### config.mk
export PLATFORM = sky130hd
export DESIGN_NAME = fifo_status_arbiter
export DESIGN_NICKNAME = d
export VERILOG_FILES = /design/src/rtl/fifo_status_arbiter.sv
export SDC_FILE = /design/constraint.sdc
export NUM_CORES = 1
export LEC_CHECK = 0
export CAP_MARGIN = 20
export CORE_ASPECT_RATIO = 1.4
export CORE_MARGIN = 2
export CORE_UTILIZATION = 25
export CTS_BUF_LIST = sky130_fd_sc_hd__clkbuf_16
export CTS_CLUSTER_DIAMETER = 200
export DETAILED_ROUTE_END_ITERATION = 10
export GPL_ROUTABILITY_DRIVEN = 0
export PLACE_DENSITY = 0.6
export SKIP_CTS_REPAIR_TIMING = 1
export SYNTH_ARGS = -nofsm -noshare
export SYNTH_HDL_FRONTEND = slang
export SYNTH_SLANG_ARGS = --single-unit
### constraint.sdc
create_clock -name clock -period 2.6 [get_ports clock]
set_clock_uncertainty 0.2 [all_clocks]
set_input_delay 0.39 -clock clock [delete_from_list [all_inputs] [get_ports clock]]
set_output_delay 0.39 -clock clock [all_outputs]
set_load 0.01 [all_outputs]
### src/rtl/fifo_status_arbiter.sv
// Multi-channel FIFO level watcher with a round-robin request arbiter for a shared AXI master.
// Optional done watchdog is compiled in when FIFO_STATUS_TIMEOUT_EN is defined.
module fifo_status_arbiter #(
  parameter int unsigned CH        = 4,
  parameter int unsigned CNT_W     = 10,
  parameter int unsigned LSIZE     = 9,
  parameter int unsigned THRESHOLD = 200,
  parameter int unsigned FULL_LEN  = 256,
  parameter int unsigned BURST_LEN = 100,
  parameter int unsigned RST_WAIT  = 31,
  parameter string       MODE      = "ONCE",
  parameter string       WR_RD     = "READ",
  parameter int unsigned TIMEOUT   = 4096
) (
  input  logic                                      clock,
  input  logic                                      rst,
  input  logic [CH-1:0]                             enable,
  input  logic [CH*CNT_W-1:0]                       count,
  input  logic [CH-1:0]                             fsync,
  input  logic [CH-1:0]                             tail_status,
  input  logic [CH*LSIZE-1:0]                       tail_len,
  output logic                                      req_valid,
  output logic                                      req_tail,
  output logic [((CH > 1) ? $clog2(CH) : 1)-1:0]    req_ch,
  output logic [LSIZE-1:0]                          req_len,
  input  logic                                      resp,
  input  logic                                      done,
  output logic [CH-1:0]                             burst_done,
  output logic [CH-1:0]                             tail_done,
  output logic                                      busy,
  output logic                                      timeout_err
);

  localparam int unsigned CH_W    = (CH > 1) ? $clog2(CH) : 1;
  localparam int unsigned CMP_W   = (CNT_W > 32) ? CNT_W : 32;
  localparam int unsigned WC_W    = (RST_WAIT > 0) ? $clog2(RST_WAIT + 1) : 1;
  localparam bit          IS_READ = (WR_RD == "READ");
  localparam bit          IS_ONCE = (MODE == "ONCE");

  typedef enum logic [1:0] {CS_WAIT_RST, CS_READY, CS_TAIL_HOLD} ch_state_t;
  typedef enum logic [2:0] {S_IDLE, S_REQ, S_WAIT_DONE, S_FSH, S_DRAIN} state_t;

  state_t           r_state, w_state_nxt;
  ch_state_t        r_ch_st [CH];
  ch_state_t        w_ch_st_nxt [CH];
  logic [WC_W-1:0]  r_wcnt [CH];
  logic [WC_W-1:0]  w_wcnt_nxt [CH];
  logic [LSIZE-1:0] w_tlen [CH];
  logic [CH-1:0]    r_trig, w_trig, w_elig, w_to_wait, w_to_hold;
  logic [CH_W-1:0]  r_rr, w_rr_nxt, w_gnt_ch, w_idx;
  logic             w_gnt_vld, w_tmo;
  logic             r_req_valid, w_req_valid_nxt, r_req_tail, w_req_tail_nxt, r_busy;
  logic [CH_W-1:0]  r_req_ch, w_req_ch_nxt;
  logic [LSIZE-1:0] r_req_len, w_req_len_nxt;
  logic [CH-1:0]    r_burst_done, w_burst_done_nxt, r_tail_done, w_tail_done_nxt;

  // Trigger compare, eligibility and per-channel tail length unpacking
  always_comb begin
    w_trig = '0;
    w_elig = '0;
    for (int i = 0; i < CH; i++) begin
      if (IS_READ)
        w_trig[i] = enable[i] && (CMP_W'(FULL_LEN - THRESHOLD) > CMP_W'(count[i*CNT_W +: CNT_W]));
      else
        w_trig[i] = enable[i] && (CMP_W'(count[i*CNT_W +: CNT_W]) > CMP_W'(THRESHOLD));
      w_elig[i] = r_trig[i] && (r_ch_st[i] == CS_READY);
      w_tlen[i] = tail_len[i*LSIZE +: LSIZE];
    end
  end

  // Round-robin pick: first eligible channel at or after the pointer
  always_comb begin
    w_gnt_vld = 1'b0;
    w_gnt_ch  = '0;
    w_idx     = '0;
    for (int k = 0; k < CH; k++) begin
      w_idx = CH_W'((32'(r_rr) + 32'(k)) % CH);
      if (!w_gnt_vld && w_elig[w_idx]) begin
        w_gnt_vld = 1'b1;
        w_gnt_ch  = w_idx;
      end
    end
  end

  // Per-channel reset-wait / ready / tail-hold next state
  always_comb begin
    for (int i = 0; i < CH; i++) begin
      w_ch_st_nxt[i] = r_ch_st[i];
      w_wcnt_nxt[i]  = r_wcnt[i];
      case (r_ch_st[i])
        CS_WAIT_RST: begin
          if (fsync[i])                            w_wcnt_nxt[i]  = '0;
          else if (r_wcnt[i] >= WC_W'(RST_WAIT))   w_ch_st_nxt[i] = CS_READY;
          else                                     w_wcnt_nxt[i]  = r_wcnt[i] + WC_W'(1);
        end
        CS_READY: begin
          if (fsync[i] || w_to_wait[i]) begin
            w_ch_st_nxt[i] = CS_WAIT_RST;
            w_wcnt_nxt[i]  = '0;
          end else if (w_to_hold[i]) begin
            w_ch_st_nxt[i] = CS_TAIL_HOLD;
          end
        end
        CS_TAIL_HOLD: begin
          if (fsync[i]) begin
            w_ch_st_nxt[i] = CS_WAIT_RST;
            w_wcnt_nxt[i]  = '0;
          end
        end
        default: begin
          w_ch_st_nxt[i] = CS_WAIT_RST;
          w_wcnt_nxt[i]  = '0;
        end
      endcase
    end
  end

  // Central request FSM next state and registered-output next values
  always_comb begin
    w_state_nxt      = r_state;
    w_req_valid_nxt  = r_req_valid;
    w_req_tail_nxt   = r_req_tail;
    w_req_ch_nxt     = r_req_ch;
    w_req_len_nxt    = r_req_len;
    w_burst_done_nxt = '0;
    w_tail_done_nxt  = '0;
    w_rr_nxt         = r_rr;
    w_to_wait        = '0;
    w_to_hold        = '0;
    case (r_state)
      S_IDLE: begin
        if (w_gnt_vld) begin
          w_state_nxt     = S_REQ;
          w_req_valid_nxt = 1'b1;
          w_req_ch_nxt    = w_gnt_ch;
          w_req_tail_nxt  = tail_status[w_gnt_ch];
          w_req_len_nxt   = tail_status[w_gnt_ch] ? w_tlen[w_gnt_ch] : LSIZE'(BURST_LEN);
        end
      end
      S_REQ: begin
        if (w_tmo || fsync[r_req_ch]) begin
          w_req_valid_nxt     = 1'b0;
          w_to_wait[r_req_ch] = 1'b1;
          w_state_nxt         = (!w_tmo && resp) ? S_DRAIN : S_IDLE;
        end else if (resp) begin
          w_req_valid_nxt = 1'b0;
          w_state_nxt     = S_WAIT_DONE;
        end
      end
      S_WAIT_DONE: begin
        if (w_tmo || fsync[r_req_ch]) begin
          w_to_wait[r_req_ch] = 1'b1;
          w_state_nxt         = (w_tmo || done) ? S_IDLE : S_DRAIN;
        end else if (done) begin
          w_state_nxt                = S_FSH;
          w_burst_done_nxt[r_req_ch] = !r_req_tail;
          w_tail_done_nxt[r_req_ch]  = r_req_tail;
        end
      end
      S_FSH: begin
        w_rr_nxt    = CH_W'((32'(r_req_ch) + 32'd1) % CH);
        w_state_nxt = S_IDLE;
        if (IS_ONCE && r_req_tail) w_to_hold[r_req_ch] = 1'b1;
      end
      S_DRAIN: begin
        if (done) w_state_nxt = S_IDLE;
      end
      default: w_state_nxt = S_IDLE;
    endcase
  end

  always_ff @(posedge clock or posedge rst) begin
    if (rst) begin
      r_state      <= S_IDLE;
      r_trig       <= '0;
      r_rr         <= '0;
      r_req_valid  <= 1'b0;
      r_req_tail   <= 1'b0;
      r_req_ch     <= '0;
      r_req_len    <= '0;
      r_burst_done <= '0;
      r_tail_done  <= '0;
      r_busy       <= 1'b0;
      for (int i = 0; i < CH; i++) begin
        r_ch_st[i] <= CS_WAIT_RST;
        r_wcnt[i]  <= '0;
      end
    end else begin
      r_state      <= w_state_nxt;
      r_trig       <= w_trig;
      r_rr         <= w_rr_nxt;
      r_req_valid  <= w_req_valid_nxt;
      r_req_tail   <= w_req_tail_nxt;
      r_req_ch     <= w_req_ch_nxt;
      r_req_len    <= w_req_len_nxt;
      r_burst_done <= w_burst_done_nxt;
      r_tail_done  <= w_tail_done_nxt;
      r_busy       <= (w_state_nxt != S_IDLE);
      for (int i = 0; i < CH; i++) begin
        r_ch_st[i] <= w_ch_st_nxt[i];
        r_wcnt[i]  <= w_wcnt_nxt[i];
      end
    end
  end

`ifdef FIFO_STATUS_TIMEOUT_EN
  localparam int unsigned TO_W = $clog2(TIMEOUT + 1);
  logic [TO_W-1:0] r_tcnt;
  logic            r_timeout_err;

  // Watchdog restarts on every state change and only runs while a request is outstanding
  always_ff @(posedge clock or posedge rst) begin
    if (rst) begin
      r_tcnt        <= '0;
      r_timeout_err <= 1'b0;
    end else begin
      r_timeout_err <= w_tmo;
      if (w_state_nxt != r_state)
        r_tcnt <= '0;
      else if (r_state == S_REQ || r_state == S_WAIT_DONE)
        r_tcnt <= r_tcnt + TO_W'(1);
    end
  end

  assign w_tmo       = (r_state == S_REQ || r_state == S_WAIT_DONE) && (r_tcnt == TO_W'(TIMEOUT - 1));
  assign timeout_err = r_timeout_err;
`else
  assign w_tmo       = 1'b0;
  assign timeout_err = 1'b0;
`endif

  assign req_valid  = r_req_valid;
  assign req_tail   = r_req_tail;
  assign req_ch     = r_req_ch;
  assign req_len    = r_req_len;
  assign burst_done = r_burst_done;
  assign tail_done  = r_tail_done;
  assign busy       = r_busy;

endmodule

Word level (Yosys, flattened, before mapping)
Cells that the tools add are included.

operators by class
  add/sub/neg operators = 8
  multiply operators = 0
  divide/modulo/power cells = 0
  magnitude comparators = 16
  eq/ne operators = 38
  shift operators = 0
  multiplexer cells = 93
  bitwise gates (word level) = 3
  reductions and logical operators = 38

operators by type and width
  operator             number
  $mux 5               16
  $pmux 5 s3           4
  $mux 2               24
  $gt 6x10->1 const A  4
  $mux 4               10
  $mux 9               3
  $ne 2x2->1 const B   13
  $mux 3               8
  $pmux 2 s3           4
  $add 5x1->5 const B  4
  $ge 5x5->1 const B   4
  $bmux 9 s2           1
  $lt 2x3->1 const B   6
  $reduce_and 4->1     4
  $ne 3x3->1 const B   5
  $reduce_and 3->1     5
  $mux 1               14
  $bmux 1 s2           6
  $logic_and 1x1->1    12
  $ne 3x2->1 const B   4
  $pmux 3 s4           1
  $and 4x4->4          2
  $eq 2x1->1 const B   4
  $eq 2x2->1 const B   4
  19 further kinds     34

storage, ports and cells
  register bits = 59
  bits in latches = 0
  RAM bits = 0
  memory bits (read-only) = 0
  bits of input ports = 92
  memories = 0

Depth between registers and ports, before layout
Gate-level depths: netlist (run 1).

  depth after elaboration = 19
  mapped depth = 8

Worst setup path after synthesis (run 1)
No wires, ideal clock.

  path type = register to register
  from = register r_ch_st[6] in the netlist's numbering
  to = register r_req_len[0], in the netlist req_len[0]
  setup time = 0.121 ns
  arrival = 2.049 ns
  required time = 2.279 ns
  setup slack = 0.230 ns
  cell stages (with the launch flop) = 8
  clock period less this slack = 2.370 ns
  path through = dfrtp_1 buf_2 and4b_1 a211oi_1 o22a_1 buf_2 mux4_2 a22o_1

between the ends
  cells in the longest elaborated chain, start to end = 19
  elaborated cells between the ends (all ways) = 32
  those cells by class = eq/ne (1); mux (22); bitwise (1); reduce/logical (8)

RTL lines
  element                                     line  source
  from (decl)                                 44    ch_state_t r_ch_st [CH];
  from (signal, indexed assignment)           200   r_ch_st[i] <= w_ch_st_nxt[i];
  $eq 2x1->1 (*)                              66    w_elig[i] = r_trig[i] && (r_ch_st[i] == CS_READY);
  $logic_and 1x1->1 (*)                       66
  $bmux 1 s2                                  78    if (!w_gnt_vld && w_elig[w_idx]) begin
  $mux 1 (implied by the code)                78
  $mux 1                                      78
  $logic_not 1->1                             78
  $logic_and 1x1->1                           78
  $mux 1                                      78
  [2 not listed]                              -
  $mux 1                                      78
  $logic_not 1->1                             78
  $logic_and 1x1->1                           78
  $mux 2                                      78
  $not 2->3 (implied by the code)             137   w_req_len_nxt = tail_status[w_gnt_ch] ? w_tlen[w_gnt_ch] : LSIZE'(BURST_LEN);
  $bmux 9 s2                                  137
  $mux 9 (implied by the code) (2 in series)  137
  $mux 9                                      137
  to (signal assigned)                        195   r_req_len <= w_req_len_nxt;
  to (decl)                                   54    logic [LSIZE-1:0] r_req_len, w_req_len_nxt;

Every way passes the cells marked *; elsewhere a longest branch is shown, timed or not. The select of a mux whose other input is x is not followed.
A chain may end at the register's enable or synchronous reset.

Final worst setup path (run 1)
  from = register r_ch_st[4] in the netlist's numbering
  to = register r_req_len[7], in the netlist req_len[7]

Same word-level chain as after synthesis.

==> results of run 1 <==
-- state kept, by name (all words and copies together), names as in the netlist --
signal      flops
req_len         9
r_wcnt         20
burst_done      4
req_tail        1
r_state         3
busy            1
r_trig          4
r_rr            2
tail_done       4
r_ch_st         8
req_valid       1
req_ch          2
-- layer usage --
layer	vias up	share of wire (%)	routed length (um)
met5	-	0	0
met4	0	3.3	267
met3	18	4.0	326
met2	92	53	4330
met1	1350	40	3270
li1	1392	-	-
-- synthesized netlist by cell type, drive strengths merged (7+ instances only) --
library cell | n | share of area [%]
nor2 | 13 | 1.5
inv | 12 | 1.4
a21oi | 9 | 1.4
a31oi | 8 | 1.5
o21ai | 26 | 4.0
and3 | 11 | 2.3
and2 | 8 | 1.5
mux2i | 8 | 2.5
buf | 8 | 1.6
nor3 | 8 | 1.2
nor2b | 7 | 1.4
mux2 | 7 | 2.4
ha | 12 | 4.6
mux4 | 8 | 5.6
nand2 | 33 | 3.8
dfrtp | 59 | 46
a22o | 8 | 2.2
-- cell families after synthesis --
family,count (synthesis)
and+or+nand+nor,113
AOI/OAI and AO/OA,76
DFF,59
muxes,23
buffers and inverters,23
adders and majority gates,12
other,1
xor gates and xnor gates,1
-- where the power goes --
group	total, mW	internal, mW	switching [mW]
sequential	0.969	0.947	0.0220
clock	1.36	0.933	0.424
combinational	0.255	0.171	0.0842
total	2.58	2.05	0.530
-- cell type report --
| class | count | area, um^2 |
|---|---|---|
| Tap cell | 153 | 191 |
| Clock inverter | 7 | 116 |
| Clock buffer | 9 | 225 |
| Sequential cell | 59 | 1480 |
| Inverter | 12 | 45.0 |
| Fill cell | 1252 | 7830 |
| Multi-Input combinational cell | 226 | 1650 |
| Timing Repair Buffer | 126 | 1210 |
-- worst register-to-register path: stages (launching register included) --
cell and delay, ps:
dfrtp_1 440, and4b_1 240, a211oi_1 210, o22a_1 240
mux4_2 500, nor2b_2 230, a22o_1 230
-- worst paths after layout --
kind,startpoint,end,slack [ps],cells after the start
min,rst,r_wcnt[2],210,2
max in group asynchronous,rst,req_len[0],1420,3
max,r_ch_st[4],req_len[7],190,6
min in group clock,r_wcnt[13],r_wcnt[13],300,1
max reg2reg,r_ch_st[4],req_len[7],190,6
min reg2reg,r_wcnt[13],r_wcnt[13],300,1
==> impl_metrics.py, run 1 <==
metrics = {
    "setup_path": {
        "required_ps": 2610,
        "slowest_stage": "mux4_2",
        "cpPeakStageDelay_ps": 500,
        "arrival_ps": 2420,
        "path_delay_family": "compound AO/OA/AOI/OAI gates",
        "crit_chain": "and4b_1 -> a211oi_1 -> o22a_1 -> mux4_2 -> nor2b_2 -> a22o_1",
        "start_kind": "register",
        "path_class": "register to register",
        "worst_setup_path_end_kind": "register",
        "crit_buf_inv": 0,
        "worstPathMaxFanout": 10,
    },
    "cells_and_area": {
        "final_area_um2": 4920,
        "nets": 538,
        "final_common_cell": "clkdlybuf4s50_1",
        "insertedDiodeCount": 0,
        "syn_to_final_growth_pct": 52.3,
        "instances_no_fill": 592,
        "layout-drive-gt1-share_pct": 15.3,
        "layout_common_cells": "101 x clkdlybuf4s50_1, 59 x dfrtp_1, 33 x nand2_1",
        "finish.utilization_pct": 38.6,
    },
    "sta": {
        "fmax_mhz": 415,
        "setup_viol_count_final": 0,
        "rsz0062_at_grt": "false",
        "worst_slack_ps": 188,
        "setup_tns_ps": 0,
        "holdWs_ps": 212,
        "slew_violations": 0,
        "min_period_over_period_pct": 92.8,
        "tightest_slew_ps": 576,
        "min_period_ps": 2410,
        "slew_headroom_pct": 61.3,
        "finalHoldViolCount": 0,
    },
    "detailed_routing": {
        "drt_iter0_drc": 88,
        "drt-total-wl_um": 8190,
        "drc": 0,
        "post_drt_wl_per_cell_um": 13.8,
        "drtPass1Iterations": 4,
        "drtAntennaViolNets": 0,
        "routed-via-count": 2852,
        "avgViaCountPerCell": 4.82,
    },
    "floorplan": {
        "die_h_um": 139,
        "start_util_pct": 25.3,
        "die_x_um": 100,
        "dieArea_um2": 13900,
        "io_pins": 115,
        "core_um2": 12800,
        "std_cell_rows": 49,
    },
    "synth": {
        "synth_mux_area_share_pct": 10.5,
        "yosysWarningCount": 0,
        "synth-xor-area-share_pct": 0.271,
        "synth_seq_cells": 59,
        "syn_inst": 308,
        "ys.flop_type": "dfrtp_1",
        "synthAdderAreaFrac_pct": 4.65,
        "synth_area_per_cell_um2": 10.5,
        "synth_top_family_by_area": "simple AND/OR/NAND/NOR gates",
        "synth-async-reset-ratio_pct": 100,
        "syn_nets": 412,
        "ys_types": 50,
        "synth_seq_area_share_pct": 45.7,
        "synth_compound_area_share_pct": 16.4,
        "syn-cell-area_um2": 3230,
        "synth-edff-count": 0,
        "synth-simple-area-share_pct": 19.1,
    },
    "outcome": {
        "status": "finished clean",
    },
    "global_route": {
        "antenna_found_initial": 0,
        "use_met3_pct": 2.28,
        "grt_max_degree": 28,
        "grt_usage_pct": 12.9,
        "grt_busiest_layer": "met2",
        "globalRouteMet1Util_pct": 15.0,
        "grt-ovfl-total": 0,
        "grt_pass1_wl_um": 14100,
        "grt.met2_usage_pct": 21.9,
        "grt_pass1_vias": 2969,
    },
    "pwr": {
        "p_per_area_nw_per_um2": 525,
        "finalPower_mw": 2.58,
        "peakVddDrop_mv": 0.304,
        "leakagePower_nw": 2.13,
    },
    "cts": {
        "clk_latency_ps": 330,
        "cts_made_buffers": 9,
        "cts_max_path_buffers": 2,
        "cts_tree": "yes",
        "cts-htree-levels": 3,
        "cts_num_sinks": 59,
        "clk_pin_slew_ps": 50,
        "clockRootBuffer": "clkbuf_16",
    },
    "placed_design": {
        "io_buffers": 101,
        "dp.cells": 576,
        "post_dp_cell_area_um2": 4580,
        "place.detailed.hpwl_um": 6520,
        "place_ws_ps": -160,
    },
    "worst_hold_path": {
        "hp-class": "input port to asynchronous set/reset pin",
    },
    "flow_run": {
        "maxCapViolCount": 0,
    },
}
No activity file was read; power rests on OpenSTA's default activity.
==> run 2, diff against run 1 <==
CAP_MARGIN = default   (was 20)
==> results of run 2 <==
No change in the layout: final DEF, timing and power equal those of run 1.
